===== src/rtl/lsu_bus_seq_if.sv =====
// lsu_bus_seq_if: signal bundle between the execute stage, the load/store bus sequencer and the
// shared data bus.
//   master : sequencer view (takes requests and bus responses; drives the bus, write-back and
//            status outputs)
//   slave  : environment view (core + bus), the mirror image of master
// Signal names keep the sequencer's point of view (_i = into the sequencer).
interface lsu_bus_seq_if;
   logic        req_valid_i;
   logic        req_ready_o;
   logic        req_we_i;
   logic [1:0]  req_size_i;
   logic        req_unsigned_i;
   logic [31:0] req_addr_i;
   logic [31:0] req_wdata_i;
   logic [4:0]  req_rd_i;
   logic        int_assert_i;
   logic        bus_req_o;
   logic        bus_we_o;
   logic [31:0] bus_addr_o;
   logic [31:0] bus_wdata_o;
   logic        bus_gnt_i;
   logic        bus_rvalid_i;
   logic [31:0] bus_rdata_i;
   logic        wb_valid_o;
   logic [4:0]  wb_rd_o;
   logic [31:0] wb_data_o;
   logic        done_o;
   logic        err_o;
   logic [31:0] err_addr_o;
   logic        busy_o;

   modport master (
      input  req_valid_i, req_we_i, req_size_i, req_unsigned_i, req_addr_i, req_wdata_i,
             req_rd_i, int_assert_i, bus_gnt_i, bus_rvalid_i, bus_rdata_i,
      output req_ready_o, bus_req_o, bus_we_o, bus_addr_o, bus_wdata_o, wb_valid_o, wb_rd_o,
             wb_data_o, done_o, err_o, err_addr_o, busy_o
   );

   modport slave (
      output req_valid_i, req_we_i, req_size_i, req_unsigned_i, req_addr_i, req_wdata_i,
             req_rd_i, int_assert_i, bus_gnt_i, bus_rvalid_i, bus_rdata_i,
      input  req_ready_o, bus_req_o, bus_we_o, bus_addr_o, bus_wdata_o, wb_valid_o, wb_rd_o,
             wb_data_o, done_o, err_o, err_addr_o, busy_o
   );
endinterface


===== src/rtl/lsu_bus_seq.sv =====
// lsu_bus_seq: load/store bus sequencer. Accepts one memory operation at a time, runs the bus
// request/grant/response handshake, performs read-modify-write for sub-word stores, lane-extracts
// and extends load data, stalls the pipeline while busy and aborts hung transactions.
// Ports:
//   clk, rst_n  : core clock, asynchronous active-low reset
//   lsu.master  : request, bus, write-back and status signals (see lsu_bus_seq_if)
// Parameter:
//   TIMEOUT_CYC : cycles without progress in a non-idle state before a bus error (1..255)
// Build option:
//   LSU_MISALIGN_TRAP_EN : when defined, misaligned half/word accesses raise err_o without
//                          touching the bus; otherwise they are silently aligned.
module lsu_bus_seq #(
   parameter logic [7:0] TIMEOUT_CYC = 8'd255
) (
   input logic           clk,
   input logic           rst_n,
   lsu_bus_seq_if.master lsu
);

   typedef enum logic [2:0] {StIdle, StRdReq, StRdWait, StWrReq, StWrWait} state_e;

   state_e      state_q, state_d;
   logic [7:0]  cnt_q, cnt_d;
   logic        we_q, we_d, uns_q, uns_d;
   logic [1:0]  size_q, size_d;
   logic [31:0] addr_q, addr_d, wdata_q, wdata_d;
   logic [4:0]  rd_q, rd_d;

   logic        bus_req_q, bus_req_d, bus_we_q, bus_we_d, busy_q, busy_d;
   logic [31:0] bus_addr_q, bus_addr_d, bus_wdata_q, bus_wdata_d;
   logic        wb_valid_q, wb_valid_d, done_q, done_d, err_q, err_d;
   logic [4:0]  wb_rd_q, wb_rd_d;
   logic [31:0] wb_data_q, wb_data_d, err_addr_q, err_addr_d;

   logic        accept, misalign, timeout;
   logic [7:0]  lane_b;
   logic [15:0] lane_h;
   logic [31:0] load_data, merge_data;

   assign lsu.req_ready_o = (state_q == StIdle) && !lsu.int_assert_i;
   assign accept          = lsu.req_valid_i && lsu.req_ready_o;
   assign timeout         = (state_q != StIdle) && (cnt_q == TIMEOUT_CYC);

`ifdef LSU_MISALIGN_TRAP_EN
   assign misalign = ((lsu.req_size_i == 2'b01) && lsu.req_addr_i[0]) ||
                     (lsu.req_size_i[1] && (lsu.req_addr_i[1:0] != 2'b00));
`else
   assign misalign = 1'b0;
`endif

   // Lane extraction and extension for loads, lane merge for sub-word stores.
   always_comb begin
      lane_b     = 8'h00;
      lane_h     = addr_q[1] ? lsu.bus_rdata_i[31:16] : lsu.bus_rdata_i[15:0];
      merge_data = lsu.bus_rdata_i;
      case (addr_q[1:0])
         2'd0:    lane_b = lsu.bus_rdata_i[7:0];
         2'd1:    lane_b = lsu.bus_rdata_i[15:8];
         2'd2:    lane_b = lsu.bus_rdata_i[23:16];
         default: lane_b = lsu.bus_rdata_i[31:24];
      endcase
      if (size_q[1]) begin
         load_data = lsu.bus_rdata_i;
      end else if (size_q[0]) begin
         load_data = {{16{!uns_q && lane_h[15]}}, lane_h};
      end else begin
         load_data = {{24{!uns_q && lane_b[7]}}, lane_b};
      end
      if (size_q[0]) begin
         if (addr_q[1]) merge_data[31:16] = wdata_q[15:0];
         else           merge_data[15:0]  = wdata_q[15:0];
      end else begin
         case (addr_q[1:0])
            2'd0:    merge_data[7:0]   = wdata_q[7:0];
            2'd1:    merge_data[15:8]  = wdata_q[7:0];
            2'd2:    merge_data[23:16] = wdata_q[7:0];
            default: merge_data[31:24] = wdata_q[7:0];
         endcase
      end
   end

   always_comb begin
      state_d     = state_q;
      we_d        = we_q;
      size_d      = size_q;
      uns_d       = uns_q;
      addr_d      = addr_q;
      wdata_d     = wdata_q;
      rd_d        = rd_q;
      bus_addr_d  = bus_addr_q;
      bus_wdata_d = bus_wdata_q;
      wb_valid_d  = 1'b0;
      wb_rd_d     = wb_rd_q;
      wb_data_d   = wb_data_q;
      done_d      = 1'b0;
      err_d       = 1'b0;
      err_addr_d  = err_addr_q;
      unique case (state_q)
         StIdle: begin
            if (accept) begin
               we_d    = lsu.req_we_i;
               size_d  = lsu.req_size_i;
               uns_d   = lsu.req_unsigned_i;
               addr_d  = lsu.req_addr_i;
               wdata_d = lsu.req_wdata_i;
               rd_d    = lsu.req_rd_i;
               if (misalign) begin
                  err_d      = 1'b1;
                  err_addr_d = lsu.req_addr_i;
               end else begin
                  bus_addr_d  = {lsu.req_addr_i[31:2], 2'b00};
                  bus_wdata_d = lsu.req_wdata_i;
                  // Only full-word stores skip the read half of the sequence.
                  state_d = (lsu.req_we_i && lsu.req_size_i[1]) ? StWrReq : StRdReq;
               end
            end
         end
         StRdReq: if (lsu.bus_gnt_i) state_d = StRdWait;
         StRdWait: begin
            if (lsu.bus_rvalid_i) begin
               if (we_q) begin
                  bus_wdata_d = merge_data;
                  state_d     = StWrReq;
               end else begin
                  wb_valid_d = 1'b1;
                  wb_rd_d    = rd_q;
                  wb_data_d  = load_data;
                  done_d     = 1'b1;
                  state_d    = StIdle;
               end
            end
         end
         StWrReq: if (lsu.bus_gnt_i) state_d = StWrWait;
         StWrWait: begin
            if (lsu.bus_rvalid_i) begin
               done_d  = 1'b1;
               state_d = StIdle;
            end
         end
         default: state_d = StIdle;
      endcase
      // A grant/response arriving in the timeout cycle still counts as progress.
      if (timeout && (state_d == state_q)) begin
         state_d    = StIdle;
         err_d      = 1'b1;
         err_addr_d = addr_q;
      end
      cnt_d     = ((state_d != state_q) || (state_q == StIdle)) ? 8'd0 : cnt_q + 8'd1;
      bus_req_d = (state_d == StRdReq) || (state_d == StWrReq);
      bus_we_d  = (state_d == StWrReq);
      busy_d    = (state_d != StIdle);
   end

   always_ff @(posedge clk or negedge rst_n) begin
      if (!rst_n) begin
         state_q     <= StIdle;
         cnt_q       <= 8'd0;
         we_q        <= 1'b0;
         size_q      <= 2'b00;
         uns_q       <= 1'b0;
         addr_q      <= 32'h0;
         wdata_q     <= 32'h0;
         rd_q        <= 5'd0;
         bus_req_q   <= 1'b0;
         bus_we_q    <= 1'b0;
         bus_addr_q  <= 32'h0;
         bus_wdata_q <= 32'h0;
         wb_valid_q  <= 1'b0;
         wb_rd_q     <= 5'd0;
         wb_data_q   <= 32'h0;
         done_q      <= 1'b0;
         err_q       <= 1'b0;
         err_addr_q  <= 32'h0;
         busy_q      <= 1'b0;
      end else begin
         state_q     <= state_d;
         cnt_q       <= cnt_d;
         we_q        <= we_d;
         size_q      <= size_d;
         uns_q       <= uns_d;
         addr_q      <= addr_d;
         wdata_q     <= wdata_d;
         rd_q        <= rd_d;
         bus_req_q   <= bus_req_d;
         bus_we_q    <= bus_we_d;
         bus_addr_q  <= bus_addr_d;
         bus_wdata_q <= bus_wdata_d;
         wb_valid_q  <= wb_valid_d;
         wb_rd_q     <= wb_rd_d;
         wb_data_q   <= wb_data_d;
         done_q      <= done_d;
         err_q       <= err_d;
         err_addr_q  <= err_addr_d;
         busy_q      <= busy_d;
      end
   end

   assign lsu.bus_req_o   = bus_req_q;
   assign lsu.bus_we_o    = bus_we_q;
   assign lsu.bus_addr_o  = bus_addr_q;
   assign lsu.bus_wdata_o = bus_wdata_q;
   assign lsu.wb_valid_o  = wb_valid_q;
   assign lsu.wb_rd_o     = wb_rd_q;
   assign lsu.wb_data_o   = wb_data_q;
   assign lsu.done_o      = done_q;
   assign lsu.err_o       = err_q;
   assign lsu.err_addr_o  = err_addr_q;
   assign lsu.busy_o      = busy_q;

endmodule


===== src/flat_wrapper.sv =====
// flat-port wrapper written by rule: the top's interface ports become plain ports
module lsu_bus_seq_flat 
#(
   parameter logic [7:0] TIMEOUT_CYC = 8'd255
)
  (clk, rst_n, lsu_req_valid_i, lsu_req_we_i, lsu_req_size_i, lsu_req_unsigned_i, lsu_req_addr_i, lsu_req_wdata_i, lsu_req_rd_i, lsu_int_assert_i, lsu_bus_gnt_i, lsu_bus_rvalid_i, lsu_bus_rdata_i, lsu_req_ready_o, lsu_bus_req_o, lsu_bus_we_o, lsu_bus_addr_o, lsu_bus_wdata_o, lsu_wb_valid_o, lsu_wb_rd_o, lsu_wb_data_o, lsu_done_o, lsu_err_o, lsu_err_addr_o, lsu_busy_o);
  lsu_bus_seq_if lsu_i ();
  input logic clk;
  input logic rst_n;
  input wire logic [$bits(lsu_i.req_valid_i)-1:0] lsu_req_valid_i;
  input wire logic [$bits(lsu_i.req_we_i)-1:0] lsu_req_we_i;
  input wire logic [$bits(lsu_i.req_size_i)-1:0] lsu_req_size_i;
  input wire logic [$bits(lsu_i.req_unsigned_i)-1:0] lsu_req_unsigned_i;
  input wire logic [$bits(lsu_i.req_addr_i)-1:0] lsu_req_addr_i;
  input wire logic [$bits(lsu_i.req_wdata_i)-1:0] lsu_req_wdata_i;
  input wire logic [$bits(lsu_i.req_rd_i)-1:0] lsu_req_rd_i;
  input wire logic [$bits(lsu_i.int_assert_i)-1:0] lsu_int_assert_i;
  input wire logic [$bits(lsu_i.bus_gnt_i)-1:0] lsu_bus_gnt_i;
  input wire logic [$bits(lsu_i.bus_rvalid_i)-1:0] lsu_bus_rvalid_i;
  input wire logic [$bits(lsu_i.bus_rdata_i)-1:0] lsu_bus_rdata_i;
  output wire logic [$bits(lsu_i.req_ready_o)-1:0] lsu_req_ready_o;
  output wire logic [$bits(lsu_i.bus_req_o)-1:0] lsu_bus_req_o;
  output wire logic [$bits(lsu_i.bus_we_o)-1:0] lsu_bus_we_o;
  output wire logic [$bits(lsu_i.bus_addr_o)-1:0] lsu_bus_addr_o;
  output wire logic [$bits(lsu_i.bus_wdata_o)-1:0] lsu_bus_wdata_o;
  output wire logic [$bits(lsu_i.wb_valid_o)-1:0] lsu_wb_valid_o;
  output wire logic [$bits(lsu_i.wb_rd_o)-1:0] lsu_wb_rd_o;
  output wire logic [$bits(lsu_i.wb_data_o)-1:0] lsu_wb_data_o;
  output wire logic [$bits(lsu_i.done_o)-1:0] lsu_done_o;
  output wire logic [$bits(lsu_i.err_o)-1:0] lsu_err_o;
  output wire logic [$bits(lsu_i.err_addr_o)-1:0] lsu_err_addr_o;
  output wire logic [$bits(lsu_i.busy_o)-1:0] lsu_busy_o;
  assign lsu_i.req_valid_i = lsu_req_valid_i;
  assign lsu_i.req_we_i = lsu_req_we_i;
  assign lsu_i.req_size_i = lsu_req_size_i;
  assign lsu_i.req_unsigned_i = lsu_req_unsigned_i;
  assign lsu_i.req_addr_i = lsu_req_addr_i;
  assign lsu_i.req_wdata_i = lsu_req_wdata_i;
  assign lsu_i.req_rd_i = lsu_req_rd_i;
  assign lsu_i.int_assert_i = lsu_int_assert_i;
  assign lsu_i.bus_gnt_i = lsu_bus_gnt_i;
  assign lsu_i.bus_rvalid_i = lsu_bus_rvalid_i;
  assign lsu_i.bus_rdata_i = lsu_bus_rdata_i;
  assign lsu_req_ready_o = lsu_i.req_ready_o;
  assign lsu_bus_req_o = lsu_i.bus_req_o;
  assign lsu_bus_we_o = lsu_i.bus_we_o;
  assign lsu_bus_addr_o = lsu_i.bus_addr_o;
  assign lsu_bus_wdata_o = lsu_i.bus_wdata_o;
  assign lsu_wb_valid_o = lsu_i.wb_valid_o;
  assign lsu_wb_rd_o = lsu_i.wb_rd_o;
  assign lsu_wb_data_o = lsu_i.wb_data_o;
  assign lsu_done_o = lsu_i.done_o;
  assign lsu_err_o = lsu_i.err_o;
  assign lsu_err_addr_o = lsu_i.err_addr_o;
  assign lsu_busy_o = lsu_i.busy_o;
  lsu_bus_seq #(.TIMEOUT_CYC(TIMEOUT_CYC)) u_core (.clk(clk), .rst_n(rst_n), .lsu(lsu_i));
endmodule

===== config.mk =====
export PLATFORM = sky130hd
export DESIGN_NAME = lsu_bus_seq_flat
export DESIGN_NICKNAME = d
export VERILOG_FILES = /design/src/rtl/lsu_bus_seq_if.sv /design/src/rtl/lsu_bus_seq.sv /design/src/flat_wrapper.sv
export SDC_FILE = /design/constraint.sdc
export NUM_CORES = 1
export LEC_CHECK = 0
export CORE_UTILIZATION = 43
export CTS_BUF_LIST = sky130_fd_sc_hd__clkbuf_16
export CTS_CLUSTER_SIZE = 14
export DETAILED_ROUTE_END_ITERATION = 6
export GPL_TIMING_DRIVEN = 0
export PLACE_DENSITY = 0.82
export SLEW_MARGIN = 20
export SYNTH_ARGS = -nofsm -noshare
export SYNTH_HDL_FRONTEND = slang
export SYNTH_SLANG_ARGS = --single-unit

===== constraint.sdc =====
create_clock -name clk -period 2.2 [get_ports clk]
set_input_delay 0.22 -clock clk [delete_from_list [all_inputs] [get_ports clk]]
set_output_delay 0.22 -clock clk [all_outputs]
set_load 0.05 [all_outputs]

==> flow_metrics.tcl <==
set metrics [dict create \
    outcome "complete, no violations" \
    cts-root-buf "clkbuf_16" \
    p_leak_nw 5.22 \
    slowest_delay_ps 380 \
    grt_max_degree 96 \
    synth_top_area_cell "dfrtp_1" \
    cts_buffers 17 \
    slew_headroom_pct 43.7 \
    critPathBufInv 3 \
    n_antenna_cell 0 \
    syn_area_sq_mm 0.00811 \
    setup_violations 0 \
    drive_above_1_share_pct 20.1 \
    dp.cells 1251 \
    fp.dieH_um 139 \
    worst-setup-path-type "flip-flop to flip-flop" \
    io_pins 251 \
    setup.worst_path.start_class "flip-flop" \
    grt_usage_pct 26.5 \
    arrival_ps 2500 \
    finalWorstSetupSlack_ps 4.86 \
    fillers 1382 \
    hold_violations 0 \
    rsz0062_at_grt "true" \
    critPathSlowestCell "dfrtp_1" \
    synthCells 772 \
    p_per_area_mw_per_mm2 1560 \
    slew_viol_final 0 \
    placeableCoreArea_sq_mm 0.0182 \
    clkTransAtPathRegs_ps 70 \
    dpl.hpwl_mm 19.1 \
    wl_mm 25.7 \
    die-area_sq_mm 0.0194 \
    clock-sinks 175 \
    die_x_um 139 \
    wl_per_cell_um 19.8 \
    holdWs_ps 357 \
    cap_violations 0 \
    tns_ps 0 \
    synth-async-reset-ratio_pct 100 \
    drtAntennaViolNets 0 \
    timing.final.crit_share_pct 99.8 \
    crit_family "compound AO/OA/AOI/OAI gates" \
    grt_pass1_wl_mm 39.4 \
    yosys_warnings 0 \
    skew_ps 12.4 \
    end_kind "flip-flop" \
    vias 7206 \
    clk_latency_ps 430 \
    tightest_slew_ps 842 \
    irDropWorstVdd_mv 0.758 \
    grt_overflow_total 0 \
    hold_path.class "input port to asynchronous set/reset pin" \
    final_area_sq_mm 0.0119 \
    crit_top_cell "buf_4" \
    area_growth_pct 46.4 \
    cts.path.max_buffers 2 \
    grt_pass1_vias 7278 \
    placementRows 49 \
    min_period_ps 2200 \
    ys_types 50 \
    nNetsFinal 1164 \
    synthTopCellsByArea "dfrtp_1 (54%), mux2_2 (12%), nand2_1 (5.1%), o21ai_0 (4.8%), buf_4 (3.0%)" \
    htreeDepth 4 \
    place.gp.congestion 0.953 \
    fmax_mhz 456 \
    yosysTopAreaCellShare_pct 54.0 \
    first_iter_violations 774 \
    stdcell_count 1294 \
    start_util_pct 44.6 \
    power.total_mw 18.5 \
    synth-edff-count 0 \
    antenna_found_initial 0 \
    drtPass1Iterations 6 \
    yosysSeqAreaShare_pct 54.0 \
    drcViolationCount 0 \
    cp.required_ps 2510 \
    synth.avg_cell_area_sq_um 10.5 \
    dpl_cell_area_sq_mm 0.0110 \
    synth_flop_cell "dfrtp_1" \
    cp_cell_sequence "buf_4, nor2b_2, a221o_1, a222oi_1, buf_4, nand2_8, buf_8, mux2_1" \
    synth.ff_latch_count 175 \
    final_util_pct 65.3 \
    io_buffers 248 \
    pre_cts_slack_ps -617 \
    via_per_inst 5.57 \
    tritoncts "yes" \
    cp_max_fo 10 \
]
==> final timing paths <==
check,from,to,slack (ps),cells after the start
setup / recovery,u_core.state_q[1],u_core.lsu.err_addr_o[30],5,8
hold / removal,rst_n,u_core.lsu.wb_data_o[29],360,2
setup reg to reg,u_core.state_q[1],u_core.lsu.err_addr_o[30],5,8
hold reg to reg,u_core.rd_q[1],u_core.lsu.wb_rd_o[1],470,2
max in group asynchronous,rst_n,u_core.cnt_q[7],920,3
min in group clk,lsu_req_size_i[0],u_core.size_q[0],360,3
==> what timing repair did <==
item	CTS	global route
endpoints found under the setup margin	107	90
hold buffers	1	0
buffers inserted	8	4
pin swaps	2	2
hold endpoints to repair	80	0
resized for setup	22	29
gates cloned	1	0
==> where the power goes <==
group / switching [mW] / internal, mW / leakage (nW)
logic: 6.35 / 3.70 / 2.70
registers: 0.851 / 4.40 / 2.22
clock network: 1.33 / 1.92 / 0.312
total: 8.53 / 10.0 / 5.22
==> routing by layer <==
layer  vias to the layer above  GRT usage, %  share of wire [%]
met5                         -             0                  0
met2                       357          41.9                 47
met1                      3491          34.2                 41
li1                       3277             -                  -
met3                        81          6.33                8.0
met4                         0          13.2                4.1
==> synthesized netlist by cell type, types with 8 or more instances <==
library cell,instances
dfrtp_1,175
nand2_1,111
mux2_2,88
o21ai_0,78
clkbuf_1,42
a21oi_1,39
buf_4,32
nor2_1,29
a221oi_1,15
inv_1,15
a211oi_1,14
and3_1,12
nand3_1,12
o22ai_1,10
a211o_1,9
buf_2,9
a21o_1,8
a311oi_1,8
==> flip-flops by register name, indices dropped and copies added, names as in the netlist, 2 cells and up <==
signal / cells
u_core.lsu.bus_wdata_o: 32
u_core.lsu.err_addr_o: 32
u_core.lsu.wb_data_o: 32
u_core.addr_q: 31
u_core.wdata_q: 16
u_core.cnt_q: 8
u_core.lsu.wb_rd_o: 5
u_core.rd_q: 5
u_core.state_q: 3
u_core.size_q: 2
==> cell type report <==
class | instances | area (sq um) | share of cell area, %
inverter | 19 | 71.3 | 0.600
buffer | 81 | 534 | 4.50
tap | 229 | 287 | 2.41
sequential | 175 | 4380 | 36.9
timing repair buffer | 263 | 2640 | 22.2
clock buffer | 17 | 425 | 3.58
multi-input combinational | 495 | 3340 | 28.1
clock inverter | 15 | 203 | 1.71
==> cell families (layout without fill, tap and decap cells) <==
| logic type | count (synthesis) | after routing | synth area share, % |
|---|---|---|---|
| and+or+nand+nor | 189 | 189 | 10.1 |
| xor gates and xnor gates | 6 | 6 | 0.648 |
| DFF | 175 | 175 | 54.0 |
| muxes | 90 | 90 | 12.5 |
| other | 1 | 2 | 0.0462 |
| adders and majority gates | 1 | 1 | 0.154 |
| buffers and inverters | 103 | 395 | 6.38 |
| AOI/OAI and AO/OA | 207 | 207 | 16.2 |
==> placed cells by master, fill, tap and decap left out, drive strengths merged, types with 3 or more instances in the layout <==
cell type	instances
and2	5
nand2b	3
inv	22
o22a	6
a221oi	15
xnor2	3
nand3	12
a211o	9
o22ai	10
dfrtp	175
xor2	3
a21o	8
mux2	90
o21a	3
a21oi	39
and3	12
clkinv	8
clkdlybuf4s50	246
bufinv	4
o221ai	6
buf	58
clkbuf	55
a311oi	8
nor2b	5
nand2	112
nor2	29
o21ai	79
a211oi	14
nor3	4
Power figures use the tool's default switching activity.
